===== src/rtl/regfile_pkg.sv =====
// regfile_pkg: shared state encoding and sweep initial-value helper for regfile_mp
package regfile_pkg;

    localparam int unsigned INIT_MOD = 100;

    typedef enum logic {SWEEP, READY} state_t;

    // (idx*idx) mod 100 always fits in 7 bits; callers zero-extend it to WIDTH
    function automatic logic [6:0] init_value(input int unsigned idx);
        int unsigned r;
        r = idx % INIT_MOD;
        return 7'((r * r) % INIT_MOD);
    endfunction

endpackage


===== src/rtl/regfile_init_seq.sv =====
// regfile_init_seq: sweep FSM that rewrites every register with its initial value
module regfile_init_seq import regfile_pkg::*; #(
    parameter int WIDTH  = 32,
    parameter int DEPTH  = 32,
    parameter int ADDR_W = $clog2(DEPTH)
) (
    input  logic              clock,
    input  logic              reset_n,
    input  logic              init,
    output logic              busy,
    output logic              sweepWe,
    output logic [ADDR_W-1:0] sweepAddr,
    output logic [WIDTH-1:0]  sweepData
);

    state_t            state, nextState;
    logic [ADDR_W-1:0] ptr, ptrNext;

    // state and sweep pointer; reset restarts the sweep from register 0
    always_ff @(posedge clock or negedge reset_n) begin
        if (!reset_n) begin
            state <= SWEEP;
            ptr   <= '0;
        end else begin
            state <= nextState;
            ptr   <= ptrNext;
        end
    end

    // leave SWEEP after writing the last register; init restarts it from READY
    always_comb begin
        nextState = state;
        ptrNext   = ptr;
        if (state == SWEEP) begin
            ptrNext = ptr + 1'b1;
            if (ptr == ADDR_W'(DEPTH - 1)) nextState = READY;
        end else if (init) begin
            nextState = SWEEP;
            ptrNext   = '0;
        end
    end

    // sweep write port drives the array directly while busy
    always_comb begin
        busy      = state == SWEEP;
        sweepWe   = busy;
        sweepAddr = ptr;
        sweepData = WIDTH'(init_value(32'(ptr)));
    end

endmodule


===== src/rtl/regfile_mp.sv =====
// regfile_mp: parametrised 2-read/1-write register file with init sweep
// Define REGFILE_BYPASS_EN for same-cycle write-through on the read ports.
module regfile_mp import regfile_pkg::*; #(
    parameter int WIDTH    = 32,
    parameter int DEPTH    = 32,
    parameter int ADDR_W   = $clog2(DEPTH),
    parameter int ZERO_REG = 1
) (
    input  logic              clock,
    input  logic              reset_n,
    input  logic [ADDR_W-1:0] readReg1,
    input  logic [ADDR_W-1:0] readReg2,
    output logic [WIDTH-1:0]  readData1,
    output logic [WIDTH-1:0]  readData2,
    input  logic [ADDR_W-1:0] writeReg,
    input  logic [WIDTH-1:0]  writeData,
    input  logic              write,
    input  logic              init,
    output logic              busy
);

    localparam bit ZERO_EN = ZERO_REG != 0;

    logic [WIDTH-1:0]  regs [DEPTH];
    logic              sweepWe, userWrite, hit1, hit2;
    logic [ADDR_W-1:0] sweepAddr;
    logic [WIDTH-1:0]  sweepData;

    regfile_init_seq #(.WIDTH(WIDTH), .DEPTH(DEPTH), .ADDR_W(ADDR_W)) initSeq (
        .clock     (clock),
        .reset_n   (reset_n),
        .init      (init),
        .busy      (busy),
        .sweepWe   (sweepWe),
        .sweepAddr (sweepAddr),
        .sweepData (sweepData)
    );

    // writes are accepted only when idle, not overridden by init, and not aimed at a hardwired zero
    assign userWrite = !busy && write && !init && !(ZERO_EN && writeReg == '0);

    // array is deliberately not reset; the sweep owns it while busy
    always_ff @(posedge clock) begin
        if (sweepWe) regs[sweepAddr] <= sweepData;
        else if (userWrite) regs[writeReg] <= writeData;
    end

    // read ports: forced to zero while sweeping or when addressing the zero register
    always_comb begin
`ifdef REGFILE_BYPASS_EN
        hit1 = userWrite && writeReg == readReg1;
        hit2 = userWrite && writeReg == readReg2;
`else
        hit1 = 1'b0;
        hit2 = 1'b0;
`endif
        readData1 = (busy || (ZERO_EN && readReg1 == '0)) ? '0 : hit1 ? writeData : regs[readReg1];
        readData2 = (busy || (ZERO_EN && readReg2 == '0)) ? '0 : hit2 ? writeData : regs[readReg2];
    end

endmodule


===== config.mk =====
export PLATFORM = sky130hd
export DESIGN_NAME = regfile_mp
export DESIGN_NICKNAME = d
export VERILOG_FILES = /design/src/rtl/regfile_pkg.sv /design/src/rtl/regfile_init_seq.sv /design/src/rtl/regfile_mp.sv
export SDC_FILE = /design/constraint.sdc
export NUM_CORES = 1
export LEC_CHECK = 0
export BUFFER_PORTS_ARGS = -buffer_cell sky130_fd_sc_hd__buf_2
export CORE_ASPECT_RATIO = 1.1
export CORE_MARGIN = 2
export CORE_UTILIZATION = 60
export CTS_CLUSTER_SIZE = 24
export DETAILED_ROUTE_END_ITERATION = 10
export GPL_TIMING_DRIVEN = 1
export PLACE_DENSITY_LB_ADDON = 0.12
export SETUP_SLACK_MARGIN = 0.1
export SLEW_MARGIN = 15
export SYNTH_ARGS = -nofsm -noshare
export SYNTH_HDL_FRONTEND = slang
export SYNTH_SLANG_ARGS = --single-unit

===== constraint.sdc =====
create_clock -name clock -period 15.9 [get_ports clock]
set_input_delay 3.18 -clock clock [delete_from_list [all_inputs] [get_ports clock]]
set_output_delay 3.18 -clock clock [all_outputs]
set_load 0.03 [all_outputs]

==> results.md <==
- GRT Total Usage: 0.357
- Post-synth top area cell: edfxtp_1
- Via count: about 32,000
- Maximum VDD drop: ~0.8 mV
- Top cell type's share of synthesized area: 0.617
- Startpoint types: input port
- Final setup margin: ~5500 ps
- Layout area overhead: 10.7%
- #FFs+latches synth: ~1,000
- Ys async rst share: 0.00583
- Row cnt: 110
- RePlAce Congestion: ~0.86
- CTS sink count: just over 1,000
- Setup_tns: 0 ps
- Logic pwr share: 0.343
- ANT nets after route: 0
- Post-synthesis cell type count: approximately 90
- Flop pwr share: 0.431
- Number of vias per cell: 7.66
- Clk_lat worst skew: between 600 and 700 ps
- Synth top cells by count: 1,024 x edfxtp_1, 344 x mux4_2, 297 x mux2i_1
- Syn_nets: slightly above 3,000
- Sw power: around 3.9 mW
- Post-DP HPWL: 80,100 µm
- Chip Height: around 310 µm
- Routed wire per std cell: approximately 36 µm
- Slew margin rel.: 0.181
- Resized cells post-CTS: 0
- Critical path required time: approximately 13,000 ps
- Clock skew: around 26 ps
- Max-slew violations: 0
- Mapped Avg Cell Area: ~17 µm²
- Pre-CTS setup slack: approximately 5500 ps
- Max Cap Viol: 0
- Fin. Hold Viols: 0
- Vias in the first global route: about 32,000
- Cell leakage power: around 19 nW
- Post-synthesis cell count: 2,983
- Final setup viols: 0
- Reg clk slew, reported paths: roughly 60 ps
- P_int: ~7 mW
- Worst-path cell chain: buf_8, buf_4, buf_4, mux4_2, mux2_2, a221oi_1, nor2_1, a21oi_1, nor2_1, buf_2
- Fin nets: ~3,100
- Total die area: around 85,000 µm²
- Slew @ Worst Pin: about 1200 ps
- Most frequent cell after synthesis: edfxtp_1
- H-Tree Depth: 3
- Initial antenna violation count: 7
- Hold Buf Count CTS: 0
- Buffer depth of the longest clock path: 3
- Part of the power in the clock network: 0.226
- First-pass GRT wire length: between 200,000 and 250,000 µm
- CP max stage cell: buf_4
- DR DRC count: 0
- Min Tclk post-route: between 10,000 and 15,000 ps
- Crit-path max cell delay: 830 ps
- Number of CTS-inserted buffers: 103
- Main flop type after synthesis: edfxtp_1
- I/O pins: 116
- Pwr dens: 197 nW/µm²
- WL final: ~150,000 µm
- Core area: 82,000 µm²
- Outcome: finished clean
- Netlist area before placement: around 50,000 µm²
- Yosys warning total: 0
- Final worst path period share: 0.655
- Register area share after synthesis: 0.620
- Setup CP Type: in -> out
- Crit path max fanout: 56
- Post-CTS setup buffer count: 0
- DRT Pass-1 Iters: 6
- Number of synthesized flops with an enable pin: around 1,000
- Ratio of cells with drive above 1 in the final layout: 0.277
- Initial Utilization: 0.608
- Clock root buffer: clkbuf_16
- Largest net degree at the start of global routing: ~110
- # port buffers: about 120
- Sw frac: 0.358
- Achievable Freq: between 0.09 and 0.1 GHz
- CP Data Arrival Time: 7240 ps
- Synth top area cells: edfxtp_1 62%, mux4_2 16%, mux2i_1 6.0%
- Die width: approximately 280 µm
- Min-Delay Path Class: reg -> reg
- TritonCTS clock tree: yes
- Total grt overflow: 0
- CP endpoint kind: output pin
- RSZ-0062 raised after global routing: no
- Initial DRC Count: 5,022
-- cell usage in the layout, fill, tap and decap left out, types with 4 or more instances in the layout --
| cell type | synthesis | routed |
|---|---|---|
| o31ai_1 | 5 | 4 |
| clkbuf_1 | 163 | 18 |
| nand3b_1 | 4 | 4 |
| a21oi_1 | 192 | 192 |
| o21ai_0 | 77 | 76 |
| edfxtp_1 | 1024 | 1024 |
| o211ai_1 | 15 | 15 |
| diode_2 | 0 | 4 |
| a31oi_1 | 6 | 5 |
| and2_1 | 32 | 32 |
| nor2_4 | 1 | 33 |
| nor3_1 | 50 | 49 |
| inv_1 | 16 | 16 |
| buf_4 | 1 | 75 |
| mux4_2 | 344 | 344 |
| a21o_1 | 7 | 7 |
| a211o_1 | 13 | 13 |
| clkinv_1 | 2 | 23 |
| o22ai_1 | 95 | 95 |
| nor2_1 | 140 | 108 |
| nand2_1 | 35 | 34 |
| nand2b_1 | 15 | 14 |
| dfrtp_1 | 6 | 6 |
| clkinv_2 | 0 | 15 |
| a221oi_1 | 31 | 31 |
| buf_2 | 2 | 105 |
| clkinvlp_4 | 0 | 12 |
| mux2_2 | 107 | 107 |
| a32oi_1 | 6 | 6 |
| o221ai_1 | 87 | 87 |
| ha_1 | 22 | 22 |
| a211oi_1 | 23 | 23 |
| nand3_1 | 9 | 8 |
| nand4_1 | 6 | 6 |
| bufinv_16 | 0 | 11 |
| clkbuf_16 | 0 | 108 |
| xnor2_1 | 7 | 7 |
| a22o_1 | 4 | 4 |
| mux2i_1 | 297 | 297 |
-- state kept, by name, summed over array words and instances (netlist names) --
| name | cells |
|---|---|
| initSeq.state | 1 |
| initSeq.sweepAddr | 5 |
| regs | 1024 |
-- critical path: cells and delay by family --
family | cells | cell delay [ps]
buffers and inverters | 4 | 2330
and+or+nand+nor | 2 | 140
muxes | 2 | 890
AOI/OAI and AO/OA | 2 | 580
-- cell families after synthesis --
logic type	share of synthesized area
simple gates	0.0312
buf+inv	0.0190
fa+ha+maj	0.00673
compound gates	0.0812
flops	0.620
xor+xnor	0.00264
mux	0.239
-- per-stage QoR --
stage	cell area, µm²	hold WS [ps]	total power [mW]	cells	utilization
final	55200	702	10.9	4195	0.673
after global placement	51800	653	8.13	4003	0.632
after CTS	55200	699	10.7	4191	0.673
after floorplan	49800	535	6.99	2983	-
after detailed placement	51800	682	8.32	4003	0.632
after global routing	55200	733	11.2	4192	0.673
-- power by group through the flow --
stage	clock, mW	sequential, mW	combinational [mW]
6_report	2.45	4.68	3.73
5_1_grt	2.57	4.71	3.95
4_1_cts	2.46	4.67	3.61
3_5_place_dp	0	4.72	3.60
3_3_place_gp	0	4.70	3.44
2_1_floorplan	0	4.68	2.31
-- per-layer routing --
| layer | global-route usage | up-vias | wire (µm) |
|---|---|---|---|
| met4 | 0.147 | 4 | 6500 |
| met2 | 0.562 | 2441 | 71700 |
| met1 | 0.498 | 16610 | 54700 |
| li1 | - | 12661 | - |
| met5 | 0 | - | 16 |
| met3 | 0.0680 | 414 | 19200 |
-- path summary, 6_finish.rpt --
kind | cells past startpoint | slack [ps] | to | from
max | 10 | 5480 | readData2[20] | readReg2[0]
min reg2reg | 2 | 700 | initSeq.sweepAddr[1]$_DFFE_PN0P_ | initSeq.sweepAddr[1]$_DFFE_PN0P_
min | 2 | 700 | initSeq.sweepAddr[1]$_DFFE_PN0P_ | initSeq.sweepAddr[1]$_DFFE_PN0P_
min in group asynchronous | 1 | 2320 | initSeq.sweepAddr[0]$_DFFE_PN0P_ | reset_n
max in group asynchronous | 1 | 13430 | initSeq.sweepAddr[2]$_DFFE_PN0P_ | reset_n
max reg2reg | 28 | 7160 | regs[31][3]$_DFFE_PP_ | initSeq.sweepAddr[2]$_DFFE_PN0P_
-- area by class of cell --
type,count,area [µm²]
Sequential cell,1030,30900
Fill cell,5428,26800
Multi-Input combinational cell,1704,18300
Clock buffer,126,2770
Tap cell,1064,1330
Timing Repair Buffer,187,1200
Clock inverter,62,608
Inverter,18,67.6
Antenna cell,4,10.0
No activity file was read; power rests on OpenSTA's default activity.
